==> config.mk <==
export PLATFORM = sky130hd
export DESIGN_NAME = gate_monitor_3lanpc
export DESIGN_NICKNAME = d
export VERILOG_FILES = /design/src/rtl/gate_monitor_3lanpc_pkg.sv /design/src/rtl/gate_monitor_3lanpc_gate_sync.sv /design/src/rtl/gate_monitor_3lanpc.sv
export SDC_FILE = /design/constraint.sdc
export NUM_CORES = 1
export LEC_CHECK = 0
export BUFFER_PORTS_ARGS = -buffer_cell sky130_fd_sc_hd__buf_4
export CORE_ASPECT_RATIO = 0.9
export CORE_MARGIN = 2
export CORE_UTILIZATION = 40
export CTS_BUF_LIST = sky130_fd_sc_hd__clkbuf_4 sky130_fd_sc_hd__clkbuf_8 sky130_fd_sc_hd__clkbuf_16
export DETAILED_ROUTE_END_ITERATION = 8
export SETUP_SLACK_MARGIN = 0.02
export SLEW_MARGIN = 20
export SYNTH_ARGS = -nofsm -noshare
export SYNTH_HDL_FRONTEND = slang
export SYNTH_SLANG_ARGS = --single-unit
==> constraint.sdc <==
create_clock -name clk_i -period 4.99 [get_ports clk_i]
set_clock_uncertainty 0.1 [all_clocks]
set_input_delay 0.7485 -clock clk_i [delete_from_list [all_inputs] [get_ports clk_i]]
set_output_delay 0.7485 -clock clk_i [all_outputs]
set_load 0.02 [all_outputs]
==> src/rtl/gate_monitor_3lanpc_pkg.sv <==
// Shared definitions for the 3L-ANPC gate path: gate patterns, level codes,
// fault codes, state encodings and the combinational pattern classifier.
package gate_monitor_3lanpc_pkg;

  localparam logic [5:0] PAT_P   = 6'b110001;
  localparam logic [5:0] PAT_N   = 6'b001110;
  localparam logic [5:0] PAT_OP  = 6'b010010;
  localparam logic [5:0] PAT_OM  = 6'b001001;
  localparam logic [5:0] PAT_OFF = 6'b000000;

  localparam logic [1:0] LEV_N   = 2'd0;
  localparam logic [1:0] LEV_O   = 2'd1;
  localparam logic [1:0] LEV_P   = 2'd2;
  localparam logic [1:0] LEV_OFF = 2'd3;

  typedef enum logic [2:0] {
    FLT_NONE     = 3'd0,
    FLT_ILLEGAL  = 3'd1,
    FLT_DT_SHORT = 3'd2,
    FLT_TIMEOUT  = 3'd3
  } flt_e;

  typedef enum logic [1:0] {
    ST_OFF   = 2'd0,
    ST_LEVEL = 2'd1,
    ST_DEAD  = 2'd2,
    ST_FAULT = 2'd3
  } state_e;

  typedef enum logic [1:0] {
    PC_OFF, PC_VALID, PC_PARTIAL, PC_ILLEGAL
  } pclass_e;

  typedef struct packed {
    pclass_e    cls;
    logic [1:0] lev;
  } pinfo_t;

  function automatic logic is_subset(input logic [5:0] p, input logic [5:0] v);
    return (p & ~v) == 6'b0;
  endfunction

  function automatic pinfo_t classify(input logic [5:0] p);
    pinfo_t r;
    r.cls = PC_ILLEGAL;
    r.lev = LEV_OFF;
    if (p == PAT_OFF) begin
      r.cls = PC_OFF;
    end else if (p == PAT_P) begin
      r.cls = PC_VALID;
      r.lev = LEV_P;
    end else if (p == PAT_N) begin
      r.cls = PC_VALID;
      r.lev = LEV_N;
    end else if (p == PAT_OP || p == PAT_OM) begin
      r.cls = PC_VALID;
      r.lev = LEV_O;
    end else if (is_subset(p, PAT_P) || is_subset(p, PAT_N) ||
                 is_subset(p, PAT_OP) || is_subset(p, PAT_OM)) begin
      r.cls = PC_PARTIAL;
    end
    return r;
  endfunction

endpackage

==> src/rtl/gate_monitor_3lanpc_gate_sync.sv <==
// Multi-bit flip-flop synchronizer, STAGES deep; runs on every clock.
module gate_monitor_3lanpc_gate_sync #(
  parameter int W      = 6,
  parameter int STAGES = 2
) (
  input  logic         clk_i,
  input  logic         rst_ni,
  input  logic [W-1:0] d_i,
  output logic [W-1:0] q_o
);

  logic [W-1:0] stage_q [STAGES];

  always_ff @(posedge clk_i or negedge rst_ni) begin
    if (!rst_ni) begin
      for (int i = 0; i < STAGES; i++) stage_q[i] <= '0;
    end else begin
      stage_q[0] <= d_i;
      for (int i = 1; i < STAGES; i++) stage_q[i] <= stage_q[i-1];
    end
  end

  assign q_o = stage_q[STAGES-1];

endmodule

==> src/rtl/gate_monitor_3lanpc.sv <==
// Reverse path of the 3L-ANPC gate decoder: reconstructs the output level from
// the applied gate signals, measures dead-times and latches gate faults.
module gate_monitor_3lanpc
  import gate_monitor_3lanpc_pkg::*;
#(
  parameter int SYNC_STAGES = 2,
  parameter int CNT_W       = 10,
  parameter int TRANS_W     = 16
) (
  input  logic               clk_i,
  input  logic               rst_ni,
  input  logic               ce_i,
  input  logic               s_1_i,
  input  logic               s_2_i,
  input  logic               s_3_i,
  input  logic               s_4_i,
  input  logic               s_5_i,
  input  logic               s_6_i,
  input  logic [CNT_W-1:0]   t_dead_min_i,
  input  logic [CNT_W-1:0]   t_timeout_i,
  input  logic               fault_clr_i,
  output logic [1:0]         v_lev_out_o,
  output logic               v_lev_valid_o,
  output logic [CNT_W-1:0]   dt_meas_o,
  output logic [TRANS_W-1:0] trans_cnt_o,
  output logic               fault_o,
  output logic [2:0]         fault_code_o
);

  logic [5:0]         pat_s;
  pinfo_t             pinfo;
  state_e             state_q;
  logic [5:0]         lvl_pat_q;
  logic [1:0]         v_lev_q;
  logic               valid_q;
  logic               fault_q;
  flt_e               code_q;
  logic [CNT_W-1:0]   cnt_q;
  logic [CNT_W-1:0]   cnt_d;
  logic [CNT_W-1:0]   dt_q;
  logic [TRANS_W-1:0] trans_q;
  flt_e               flt_d;
  logic               timeout_hit;
  logic               is_valid;

  gate_monitor_3lanpc_gate_sync #(
    .W      (6),
    .STAGES (SYNC_STAGES)
  ) u_sync (
    .clk_i  (clk_i),
    .rst_ni (rst_ni),
    .d_i    ({s_1_i, s_2_i, s_3_i, s_4_i, s_5_i, s_6_i}),
    .q_o    (pat_s)
  );

  assign pinfo       = classify(pat_s);
  assign is_valid    = (pinfo.cls == PC_VALID);
  assign cnt_d       = (cnt_q == '1) ? cnt_q : cnt_q + 1'b1;
  // The cycle that would bring the counter to t_timeout is the deciding one.
  assign timeout_hit = (t_timeout_i != '0) && (cnt_d >= t_timeout_i);

  // Fault raised this cycle; ordering of the checks gives ILLEGAL > DT_SHORT > TIMEOUT.
  always_comb begin
    flt_d = FLT_NONE;
    if (state_q != ST_FAULT) begin
      if (pinfo.cls == PC_ILLEGAL) begin
        flt_d = FLT_ILLEGAL;
      end else if (state_q == ST_LEVEL) begin
        if (is_valid && pat_s != lvl_pat_q && t_dead_min_i != '0) flt_d = FLT_DT_SHORT;
      end else if (state_q == ST_DEAD) begin
        if (is_valid && cnt_q < t_dead_min_i)                flt_d = FLT_DT_SHORT;
        else if (pinfo.cls == PC_PARTIAL && timeout_hit)      flt_d = FLT_TIMEOUT;
      end
    end
  end

  always_ff @(posedge clk_i or negedge rst_ni) begin
    if (!rst_ni) begin
      state_q   <= ST_OFF;
      lvl_pat_q <= PAT_OFF;
      v_lev_q   <= LEV_OFF;
      valid_q   <= 1'b0;
      fault_q   <= 1'b0;
      code_q    <= FLT_NONE;
      cnt_q     <= '0;
      dt_q      <= '0;
      trans_q   <= '0;
    end else if (ce_i) begin
      if (flt_d != FLT_NONE) begin
        state_q <= ST_FAULT;
        code_q  <= flt_d;
        v_lev_q <= LEV_OFF;
        valid_q <= 1'b0;
        fault_q <= 1'b1;
      end else begin
        case (state_q)
          ST_OFF: begin
            if (is_valid) begin
              state_q   <= ST_LEVEL;
              lvl_pat_q <= pat_s;
              v_lev_q   <= pinfo.lev;
              valid_q   <= 1'b1;
            end
          end
          ST_LEVEL: begin
            if (is_valid && pat_s != lvl_pat_q) begin
              dt_q      <= '0;
              trans_q   <= trans_q + 1'b1;
              lvl_pat_q <= pat_s;
              v_lev_q   <= pinfo.lev;
            end else if (!is_valid) begin
              state_q <= ST_DEAD;
              cnt_q   <= CNT_W'(1);
              valid_q <= 1'b0;
            end
          end
          ST_DEAD: begin
            if (is_valid) begin
              dt_q      <= cnt_q;
              trans_q   <= trans_q + 1'b1;
              state_q   <= ST_LEVEL;
              lvl_pat_q <= pat_s;
              v_lev_q   <= pinfo.lev;
              valid_q   <= 1'b1;
            end else if (timeout_hit) begin
              state_q <= ST_OFF;
              v_lev_q <= LEV_OFF;
            end else begin
              cnt_q <= cnt_d;
            end
          end
          ST_FAULT: begin
            if (fault_clr_i && (pinfo.cls == PC_OFF || is_valid)) begin
              state_q <= ST_OFF;
              fault_q <= 1'b0;
              code_q  <= FLT_NONE;
            end
          end
          default: state_q <= ST_OFF;
        endcase
      end
    end
  end

  assign v_lev_out_o   = v_lev_q;
  assign v_lev_valid_o = valid_q;
  assign dt_meas_o     = dt_q;
  assign trans_cnt_o   = trans_q;
  assign fault_o       = fault_q;
  assign fault_code_o  = code_q;

endmodule

==> report_table.html, run 1 <==
<table>
<tr><th>Metric</th><th>Value</th></tr>
<tr><th colspan="2">Timing</th></tr>
<tr><td>Setup violators final</td><td>0</td></tr>
<tr><td>Minimum period implied by the final worst setup slack</td><td>4.23 ns</td></tr>
<tr><td>Period Utilization, post-route</td><td>84.8%</td></tr>
<tr><td>Setup_tns</td><td>0 ns</td></tr>
<tr><td>Max-slew violation total from the final report</td><td>0</td></tr>
<tr><td>Setup repair after global routing missed its margin</td><td>no</td></tr>
<tr><td>F_max</td><td>236 MHz</td></tr>
<tr><td>Smallest setup slack after layout</td><td>0.758 ns</td></tr>
<tr><td>Number of hold violations in the final report</td><td>0</td></tr>
<tr><td>Headroom to the max-slew limit</td><td>47.3%</td></tr>
<tr><td>Least-Margin Pin Slew</td><td>0.791 ns</td></tr>
<tr><th colspan="2">Synth</th></tr>
<tr><td>Fraction of registers with async set or reset after synthesis</td><td>100%</td></tr>
<tr><td>Count of yosys warnings during synthesis</td><td>0</td></tr>
<tr><td>Number of flops mapped to enable cells by yosys</td><td>0</td></tr>
<tr><td>Most frequently used flop master after synthesis</td><td>dfrtp_1</td></tr>
<tr><td>Flop and latch count out of synthesis</td><td>62</td></tr>
<tr><td>Most numerous cell types in the synthesized netlist</td><td>dfrtp_1 (60), inv_1 (33), nand2_1 (31)</td></tr>
<tr><td>Area share of the leading cell type in the synthesized netlist</td><td>40.4%</td></tr>
<tr><td>Synth top area cells</td><td>dfrtp_1 (40%), ha_1 (7.1%), xor2_1 (4.7%)</td></tr>
<tr><td>Share of synthesized area occupied by flip-flops and latches</td><td>41.8%</td></tr>
<tr><td>Yosys top cell by area</td><td>dfrtp_1</td></tr>
<tr><td>Netlist area before placement</td><td>3720 um2</td></tr>
<tr><td>Post-synth cell types</td><td>67</td></tr>
<tr><td>Synthesized instance count</td><td>383</td></tr>
<tr><td>Net Count, Synth</td><td>434</td></tr>
<tr><td>Most frequently used cell type in the post-synthesis netlist</td><td>dfrtp_1</td></tr>
<tr><td>Synth Area per Inst</td><td>9.71 um2</td></tr>
<tr><th colspan="2">GRT</th></tr>
<tr><td>Sum of overflow across all layers after global routing</td><td>0</td></tr>
<tr><td>Wire length of the first global-routing pass</td><td>14700 um</td></tr>
<tr><td>Via count of the first global-routing pass</td><td>2853</td></tr>
<tr><td>Pin count of the biggest net entering global routing</td><td>63</td></tr>
<tr><td>Overall Global Routing Usage</td><td>18.6%</td></tr>
<tr><td>Number of antenna violations at the first check in global routing</td><td>0</td></tr>
<tr><th colspan="2">Layout</th></tr>
<tr><td>Area added between synthesis and finish</td><td>19.6%</td></tr>
<tr><td>Fillers</td><td>866</td></tr>
<tr><td>Ratio of cells with drive above 1 in the final layout</td><td>24.3%</td></tr>
<tr><td>Summed area of non-filler cells in the final layout</td><td>4450 um2</td></tr>
<tr><td>Combined flip-flop and latch cell area</td><td>1550 um2</td></tr>
<tr><td>Multi-input combinational cell area</td><td>1940 um2</td></tr>
<tr><td>Post-route core utilization</td><td>49.0%</td></tr>
<tr><td>Count of nets after finishing</td><td>490</td></tr>
<tr><td>Diode insertion count for antenna repair</td><td>0</td></tr>
<tr><th colspan="2">Critical path</th></tr>
<tr><td>Maximum fanout encountered on the critical timing path</td><td>15</td></tr>
<tr><td>Critical Path Slowest Stage Cell</td><td>o31ai_4</td></tr>
<tr><td>Cell breakdown of the critical path</td><td>ha_1 &gt; nand3_1 &gt; nor4_1 &gt; buf_4 &gt; nor2_1 &gt; nand4_1 &gt; xnor2_1 &gt; ha_1 &gt; a21oi_1 &gt; o211a_1 &gt; o221ai_1 &gt; nand3_1 &gt; o31ai_4 &gt; nor3_4 &gt; mux2_1</td></tr>
<tr><td>Kind of capture point of the worst setup path</td><td>register</td></tr>
<tr><td>Kind of cell adding the most delay to the critical path</td><td>simple AND/OR/NAND/NOR gates</td></tr>
<tr><td>WP data arrival</td><td>4.36 ns</td></tr>
<tr><td>Buffer and inverter count on the worst path</td><td>1</td></tr>
<tr><td>Kind of critical path</td><td>reg2reg</td></tr>
<tr><td>Largest stage delay on the critical path</td><td>0.78 ns</td></tr>
<tr><td>Setup crit start kind</td><td>register</td></tr>
<tr><td>Critical path required time</td><td>5.12 ns</td></tr>
<tr><th colspan="2">Clock network</th></tr>
<tr><td>Number of gates resized after CTS</td><td>0</td></tr>
<tr><td>Post-CTS Hold Buffers</td><td>0</td></tr>
<tr><td>Post-CTS Repair Setup Buffers</td><td>0</td></tr>
<tr><td>Insertion delay of the later-clocked pin in the worst-skew pair</td><td>0.34 ns</td></tr>
<tr><td>CTS Buf Count</td><td>9</td></tr>
<tr><td>Number of buffers between clock root and the deepest sink</td><td>2</td></tr>
<tr><td>Clock sink count</td><td>62</td></tr>
<tr><td>CTS tree</td><td>built</td></tr>
<tr><td>CTS root buffer</td><td>clkbuf_8</td></tr>
<tr><td>Clock transition at path regs</td><td>0.08 ns</td></tr>
<tr><td>Total number of H-tree levels</td><td>3</td></tr>
<tr><th colspan="2">Detailed routing</th></tr>
<tr><td>DRT iter0 DRCs</td><td>187</td></tr>
<tr><td>Top routing layer in use</td><td>met4</td></tr>
<tr><td>Wire length on met1</td><td>4520 um</td></tr>
<tr><td>Remaining design rule violation count</td><td>0</td></tr>
<tr><td>Final wirelength</td><td>9090 um</td></tr>
<tr><td>Antenna Nets Post-Route</td><td>0</td></tr>
<tr><td>Average wire length per cell after detail routing</td><td>16.1 um</td></tr>
<tr><td>Met2 Routed Length</td><td>4080 um</td></tr>
<tr><td>Total number of vias</td><td>3015</td></tr>
<tr><td>Wire length on met3</td><td>430 um</td></tr>
<tr><td>Detail-routed via count per cell</td><td>5.33</td></tr>
<tr><td>Iteration count of the initial detailed-routing pass</td><td>5</td></tr>
<tr><th colspan="2">Power</th></tr>
<tr><td>P per Cell Area</td><td>400 nW/um2</td></tr>
<tr><td>Final Power</td><td>1.78 mW</td></tr>
<tr><td>Total leakage power</td><td>2.16 nW</td></tr>
<tr><td>Max rail drop VDD</td><td>0.156 mV</td></tr>
<tr><th colspan="2">Placement</th></tr>
<tr><td>Cell area after placement</td><td>4250 um2</td></tr>
<tr><td>Worst slack at placement</td><td>0.826 ns</td></tr>
<tr><td>Routability Congestion</td><td>0.888</td></tr>
<tr><td>Port-buffer cells</td><td>61</td></tr>
<tr><td>Detailed placer's ending HPWL</td><td>6640 um</td></tr>
<tr><th colspan="2">Floorplanning</th></tr>
<tr><td>Starting utilization of the core area</td><td>41.0%</td></tr>
<tr><td>Die Footprint</td><td>10100 um2</td></tr>
<tr><td>Area of the core</td><td>9080 um2</td></tr>
<tr><td>Number of I/O pins</td><td>63</td></tr>
<tr><td>Overall die height</td><td>95.5 um</td></tr>
<tr><td>Std cell rows</td><td>33</td></tr>
<tr><td>Die Width</td><td>106 um</td></tr>
<tr><th colspan="2">Flow run</th></tr>
<tr><td>Max-cap violations</td><td>0</td></tr>
<tr><th colspan="2">Outcome</th></tr>
<tr><td>Outcome</td><td>finished, final reports clean</td></tr>
<tr><th colspan="2">Hold path</th></tr>
<tr><td>Hold crit path type</td><td>reg2reg</td></tr>
</table>
==> power breakdown <==
part | total [mW] | internal, mW | switching, mW
Clock | 0.460 | 0.236 | 0.224
Combinational | 0.629 | 0.258 | 0.370
Sequential | 0.693 | 0.589 | 0.103
==> routing by layer <==
layer / vias to the layer above / track usage, %
met3: 8 / 3.96
met4: 0 / 4.06
met5: - / 0
li1: 1476 / -
met1: 1436 / 27.4
met2: 95 / 28.2
==> kinds of logic (layout without fill, tap and decap cells) <==
kind of cell | after synthesis | count (layout) | share of synthesized area (%)
and+or+nand+nor | 124 | 124 | 18.1
muxes | 15 | 15 | 4.31
adders and majority gates | 21 | 21 | 7.06
AOI/OAI and AO/OA | 82 | 82 | 16.5
other | 1 | 1 | 0.101
xor gates and xnor gates | 26 | 26 | 6.12
DFF | 62 | 62 | 41.8
buffers and inverters | 52 | 113 | 6.05
==> per-stage QoR <==
step,hold WS (ns),std cells
floorplan,0.231,383
global placement,0.234,550
detailed placement,0.236,550
CTS,0.253,566
global route,0.261,566
finish,0.252,566
==> cell usage in the layout (no fill, tap or decap), types with 2 or more instances in the layout <==
| cell | count |
|---|---|
| o31a_1 | 4 |
| ha_1 | 21 |
| nor2_1 | 26 |
| nor3_1 | 13 |
| mux2i_1 | 7 |
| xnor2_1 | 6 |
| mux2_2 | 7 |
| and3_1 | 4 |
| inv_6 | 3 |
| nand2b_1 | 3 |
| o21a_1 | 4 |
| nand3_1 | 12 |
| o22a_1 | 4 |
| o31ai_1 | 7 |
| o221ai_1 | 2 |
| nand4_1 | 8 |
| a2bb2oi_1 | 2 |
| clkbuf_8 | 9 |
| or3_1 | 2 |
| a31o_2 | 2 |
| o31ai_4 | 2 |
| dfstp_2 | 2 |
| buf_4 | 63 |
| nand2_1 | 31 |
| a21oi_1 | 17 |
| dfrtp_1 | 60 |
| a22o_1 | 2 |
| inv_1 | 33 |
| a31oi_1 | 2 |
| xor2_1 | 20 |
| nand4bb_1 | 2 |
| o21ai_0 | 19 |
| nor4_1 | 9 |
==> worst reg2reg max path, stage by stage, from the launching register on <==
cell	delay (ns)
dfrtp_1	0.44
ha_1	0.28
nand3_1	0.18
nor4_1	0.07
buf_4	0.16
nor2_1	0.22
nand4_1	0.16
xnor2_1	0.19
ha_1	0.31
a21oi_1	0.06
o211a_1	0.20
o221ai_1	0.07
nand3_1	0.31
o31ai_4	0.78
nor3_4	0.22
mux2_1	0.37
==> path summary, 6_finish.rpt <==
| kind | from | cells after the start | end | slack [ns] |
|---|---|---|---|---|
| max reg2reg | cnt_q[0] | 15 | cnt_q[3] | 0.76 |
| min in group asynchronous | rst_ni | 1 | cnt_q[2] | 0.38 |
| max in group asynchronous | rst_ni | 1 | cnt_q[6] | 3.89 |
| min reg2reg | u_sync.stage_q[8] | 0 | u_sync.q_o[2] | 0.25 |
| max | cnt_q[0] | 15 | cnt_q[3] | 0.76 |
| min | u_sync.stage_q[8] | 0 | u_sync.q_o[2] | 0.25 |
==> flip-flops by register name, indices dropped and copies added, names as in the netlist <==
signal and flops:
trans_cnt_o 16, cnt_q 10, dt_meas_o 10, lvl_pat_q 6, u_sync.q_o 6, u_sync.stage_q 6
fault_code_o 2, state_q 2, v_lev_out_o 2, fault_o 1, v_lev_valid_o 1
==> final cells by class <==
cell class	instances	share of cell area [%]
well taps	122	3.43
inverters	34	2.87
clock buffers	9	2.78
flip-flops and latches	62	34.9
multi-input cells	269	43.6
clock inverters	7	1.74
repair buffers	63	10.6
Power figures use the tool's default switching activity.
==> inputs of run 2 (changes only) <==
--- a/config.mk
+++ b/config.mk
@@ -5,6 +5,7 @@
 export SDC_FILE = /design/constraint.sdc
 export NUM_CORES = 1
 export LEC_CHECK = 0
+export ABC_AREA = 1
 export BUFFER_PORTS_ARGS = -buffer_cell sky130_fd_sc_hd__buf_4
 export CORE_ASPECT_RATIO = 0.9
 export CORE_MARGIN = 2
==> constraint.sdc (replaced) <==
create_clock -name clk_i -period 3.4 [get_ports clk_i]
set_clock_uncertainty 0.1 [all_clocks]
set_input_delay 0.51 -clock clk_i [delete_from_list [all_inputs] [get_ports clk_i]]
set_output_delay 0.51 -clock clk_i [all_outputs]
set_load 0.02 [all_outputs]
==> report_table.html, run 2 <==
<table>
<tr><th>Metric</th><th>Value</th></tr>
<tr><th colspan="2">Detailed routing</th></tr>
<tr><td>Total number of vias</td><td>3630</td></tr>
<tr><td>Iteration count of the initial detailed-routing pass</td><td>5</td></tr>
<tr><td>Detail-routed via count per cell</td><td>4.97</td></tr>
<tr><td>DRT iter0 DRCs</td><td>206</td></tr>
<tr><td>Final wirelength</td><td>10500 um</td></tr>
<tr><td>Average wire length per cell after detail routing</td><td>14.3 um</td></tr>
<tr><td>Remaining design rule violation count</td><td>0</td></tr>
<tr><td>Antenna Nets Post-Route</td><td>0</td></tr>
<tr><th colspan="2">Timing</th></tr>
<tr><td>Headroom to the max-slew limit</td><td>45.9%</td></tr>
<tr><td>Number of hold violations in the final report</td><td>0</td></tr>
<tr><td>Smallest setup slack after layout</td><td>-0.0684 ns</td></tr>
<tr><td>F_max</td><td>288 MHz</td></tr>
<tr><td>Setup_tns</td><td>-1.24 ns</td></tr>
<tr><td>Least-Margin Pin Slew</td><td>0.811 ns</td></tr>
<tr><td>Period Utilization, post-route</td><td>102%</td></tr>
<tr><td>Minimum period implied by the final worst setup slack</td><td>3.47 ns</td></tr>
<tr><td>Max-slew violation total from the final report</td><td>0</td></tr>
<tr><td>Setup repair after global routing missed its margin</td><td>yes</td></tr>
<tr><td>Setup violators final</td><td>34</td></tr>
<tr><th colspan="2">Placement</th></tr>
<tr><td>Detailed placer's ending HPWL</td><td>7030 um</td></tr>
<tr><td>Routability Congestion</td><td>0.904</td></tr>
<tr><td>Instance count after placement with tap cells included</td><td>697</td></tr>
<tr><td>Port-buffer cells</td><td>61</td></tr>
<tr><td>Worst slack at placement</td><td>-0.0659 ns</td></tr>
<tr><th colspan="2">Synth</th></tr>
<tr><td>Net Count, Synth</td><td>558</td></tr>
<tr><td>Yosys top cell by area</td><td>dfrtp_1</td></tr>
<tr><td>Count of yosys warnings during synthesis</td><td>0</td></tr>
<tr><td>Share of synthesized area occupied by flip-flops and latches</td><td>39.1%</td></tr>
<tr><td>Post-synth cell types</td><td>34</td></tr>
<tr><td>Most numerous cell types in the synthesized netlist</td><td>nand2_1 (138), inv_1 (67), dfrtp_1 (60)</td></tr>
<tr><td>Most frequently used flop master after synthesis</td><td>dfrtp_1</td></tr>
<tr><td>Area share of the leading cell type in the synthesized netlist</td><td>37.8%</td></tr>
<tr><td>Fraction of registers with async set or reset after synthesis</td><td>100%</td></tr>
<tr><td>Synth top area cells</td><td>dfrtp_1 (38%), nand2_1 (13%), nand3_1 (6.8%)</td></tr>
<tr><td>Synthesized instance count</td><td>507</td></tr>
<tr><td>Synth Area per Inst</td><td>7.83 um2</td></tr>
<tr><td>Netlist area before placement</td><td>3970 um2</td></tr>
<tr><td>Flop and latch count out of synthesis</td><td>62</td></tr>
<tr><td>Number of flops mapped to enable cells by yosys</td><td>0</td></tr>
<tr><td>Most frequently used cell type in the post-synthesis netlist</td><td>nand2_1</td></tr>
<tr><th colspan="2">GRT</th></tr>
<tr><td>Pin count of the biggest net entering global routing</td><td>63</td></tr>
<tr><td>Wire length of the first global-routing pass</td><td>15900 um</td></tr>
<tr><td>Sum of overflow across all layers after global routing</td><td>0</td></tr>
<tr><td>Overall Global Routing Usage</td><td>18.9%</td></tr>
<tr><td>Number of antenna violations at the first check in global routing</td><td>0</td></tr>
<tr><td>Via count of the first global-routing pass</td><td>3289</td></tr>
<tr><th colspan="2">Layout</th></tr>
<tr><td>Number of flip-flops under the largest register name</td><td>16</td></tr>
<tr><td>Diode insertion count for antenna repair</td><td>0</td></tr>
<tr><td>Area added between synthesis and finish</td><td>34.2%</td></tr>
<tr><td>Most common library cell in the layout ignoring fill and taps</td><td>nand2_1</td></tr>
<tr><td>Leading cell types in the layout, fill and taps excluded</td><td>nand2_1 (107), buf_4 (84), inv_1 (65)</td></tr>
<tr><td>Combined flip-flop and latch cell area</td><td>1560 um2</td></tr>
<tr><td>Fillers</td><td>890</td></tr>
<tr><td>Ratio of cells with drive above 1 in the final layout</td><td>35.5%</td></tr>
<tr><td>Multi-input combinational cell area</td><td>2330 um2</td></tr>
<tr><td>Count of nets after finishing</td><td>651</td></tr>
<tr><td>Post-Layout Cell Count</td><td>731</td></tr>
<tr><th colspan="2">Floorplanning</th></tr>
<tr><td>Starting utilization of the core area</td><td>41.1%</td></tr>
<tr><td>Number of I/O pins</td><td>63</td></tr>
<tr><td>Std cell rows</td><td>34</td></tr>
<tr><td>Die Width</td><td>109 um</td></tr>
<tr><td>Die Footprint</td><td>10700 um2</td></tr>
<tr><td>Area of the core</td><td>9660 um2</td></tr>
<tr><td>Overall die height</td><td>98.5 um</td></tr>
<tr><th colspan="2">Clock network</th></tr>
<tr><td>Total number of H-tree levels</td><td>3</td></tr>
<tr><td>Post-CTS Hold Buffers</td><td>0</td></tr>
<tr><td>Clock transition at path regs</td><td>0.08 ns</td></tr>
<tr><td>Number of buffers between clock root and the deepest sink</td><td>2</td></tr>
<tr><td>Clock sink count</td><td>62</td></tr>
<tr><td>CTS Buf Count</td><td>9</td></tr>
<tr><td>CTS root buffer</td><td>clkbuf_8</td></tr>
<tr><td>CTS tree</td><td>built</td></tr>
<tr><td>Insertion delay of the later-clocked pin in the worst-skew pair</td><td>0.35 ns</td></tr>
<tr><th colspan="2">Flow run</th></tr>
<tr><td>Max-cap violations</td><td>0</td></tr>
<tr><th colspan="2">Power</th></tr>
<tr><td>P per Cell Area</td><td>689 nW/um2</td></tr>
<tr><td>Total leakage power</td><td>2.73 nW</td></tr>
<tr><td>Final Power</td><td>3.67 mW</td></tr>
<tr><td>Max rail drop VDD</td><td>0.328 mV</td></tr>
<tr><th colspan="2">Outcome</th></tr>
<tr><td>Violations in the final reports</td><td>negative setup slack</td></tr>
<tr><td>Outcome</td><td>finished with violations</td></tr>
<tr><th colspan="2">Critical path</th></tr>
<tr><td>Cell breakdown of the critical path</td><td>ha_2 &gt; inv_2 &gt; nor2_2 &gt; nand4_1 &gt; nor2_2 &gt; nor3_2 &gt; nand2_1 &gt; xor2_2 &gt; ha_1 &gt; nand2_1 &gt; inv_1 &gt; nand2_1 &gt; nand2_1 &gt; nand2_1 &gt; nand3_2 &gt; nand4_1 &gt; nand3_1 &gt; nand2_2 &gt; buf_12 &gt; nand2_8 &gt; nor3_4 &gt; buf_6 &gt; clkbuf_16 &gt; o21ai_2</td></tr>
<tr><td>Maximum fanout encountered on the critical timing path</td><td>10</td></tr>
<tr><td>Critical Path Slowest Stage Cell</td><td>dfrtp_1</td></tr>
<tr><td>Largest stage delay on the critical path</td><td>0.40 ns</td></tr>
<tr><td>Critical path required time</td><td>3.54 ns</td></tr>
<tr><td>Kind of capture point of the worst setup path</td><td>register</td></tr>
<tr><td>Most numerous cell on the critical path</td><td>nand2_1</td></tr>
<tr><td>Setup crit start kind</td><td>register</td></tr>
<tr><td>Kind of critical path</td><td>reg2reg</td></tr>
<tr><td>WP data arrival</td><td>3.60 ns</td></tr>
<tr><th colspan="2">Hold path</th></tr>
<tr><td>Hold crit path type</td><td>in2async</td></tr>
</table>
## run 2: cell types whose count changed after synthesis, moves of 11 or more
| cell | change |
|---|---|
| o21ai_2 | +14 |
| inv_1 | +34 |
| o21ai_0 | -11 |
| nand3_1 | +42 |
| nand2_1 | +107 |
| nand3_2 | +11 |
| nor2_1 | +13 |
## run 2: final cells by class
type                    count  area share [%]
flip-flops and latches     62            29.2
clock buffers               9            2.33
well taps                 126            2.96
repair buffers             96            16.0
multi-input cells         363            43.8
inverters                  68            4.79
clock inverters             7           0.940
## run 2: critical path: cells and delay by family (launching register included)
family / cells / cell delay, ns
AO/OA/AOI/OAI: 1 / 0.06
XOR/XNOR: 1 / 0.17
adder cells (fa/ha/maj): 2 / 0.49
buffers and inverters: 5 / 0.56
flip-flops: 1 / 0.40
AND/OR/NAND/NOR: 15 / 1.54
## run 2: stage by stage
stage	hold slack [ns]	util, %	area (um2)
after floorplan	0.114	-	3970
after global placement	0.234	48.2	4660
after detailed placement	0.236	48.2	4660
after CTS	0.143	50.5	4880
after global routing	0.136	55.2	5330
final	0.155	55.2	5330
## run 2: logic make-up after synthesis
| family | count (synthesis) | synth area share [%] |
|---|---|---|
| AND/OR/NAND/NOR | 277 | 33.4 |
| flip-flops | 62 | 39.1 |
| buffers and inverters | 82 | 8.86 |
| AO/OA/AOI/OAI | 42 | 7.06 |
| other | 1 | 0.0945 |
| adder cells (fa/ha/maj) | 21 | 6.62 |
| XOR/XNOR | 22 | 4.85 |
## run 2: final timing paths
kind / from / cells past startpoint / slack [ns] / endpoint
max: cnt_q[1] / 24 / -0.07 / cnt_q[7]
min: rst_ni / 1 / 0.16 / state_q[0]
max reg2reg: cnt_q[1] / 24 / -0.07 / cnt_q[7]
min reg2reg: u_sync.stage_q[6] / 0 / 0.25 / u_sync.q_o[0]
max in group asynchronous: rst_ni / 1 / 2.48 / cnt_q[2]
min in group clk_i: s_5_i / 1 / 0.16 / u_sync.stage_q[7]
## run 2: where the power goes
| part | total (mW) | switching, mW | internal [mW] | leakage (nW) |
|---|---|---|---|---|
| registers | 1.17 | 0.213 | 0.956 | 0.795 |
| logic | 1.91 | 1.10 | 0.813 | 1.85 |
| clock network | 0.590 | 0.325 | 0.265 | 0.0816 |
| total | 3.67 | 1.63 | 2.03 | 2.73 |
## run 2: per-layer routing
| metal | wire length (um) | GRT usage [%] |
|---|---|---|
| met2 | 4910 | 28.8 |
| met5 | 0 | 0 |
| met1 | 4870 | 26.8 |
| met3 | 543 | 4.23 |
| met4 | 121 | 5.62 |
## run 2: timing repair
item	4_1_cts	5_1_grt
buffers inserted	3	10
pin swaps	1	24
endpoints found under the setup margin	41	50
gates resized for setup	6	74
gates cloned	0	5
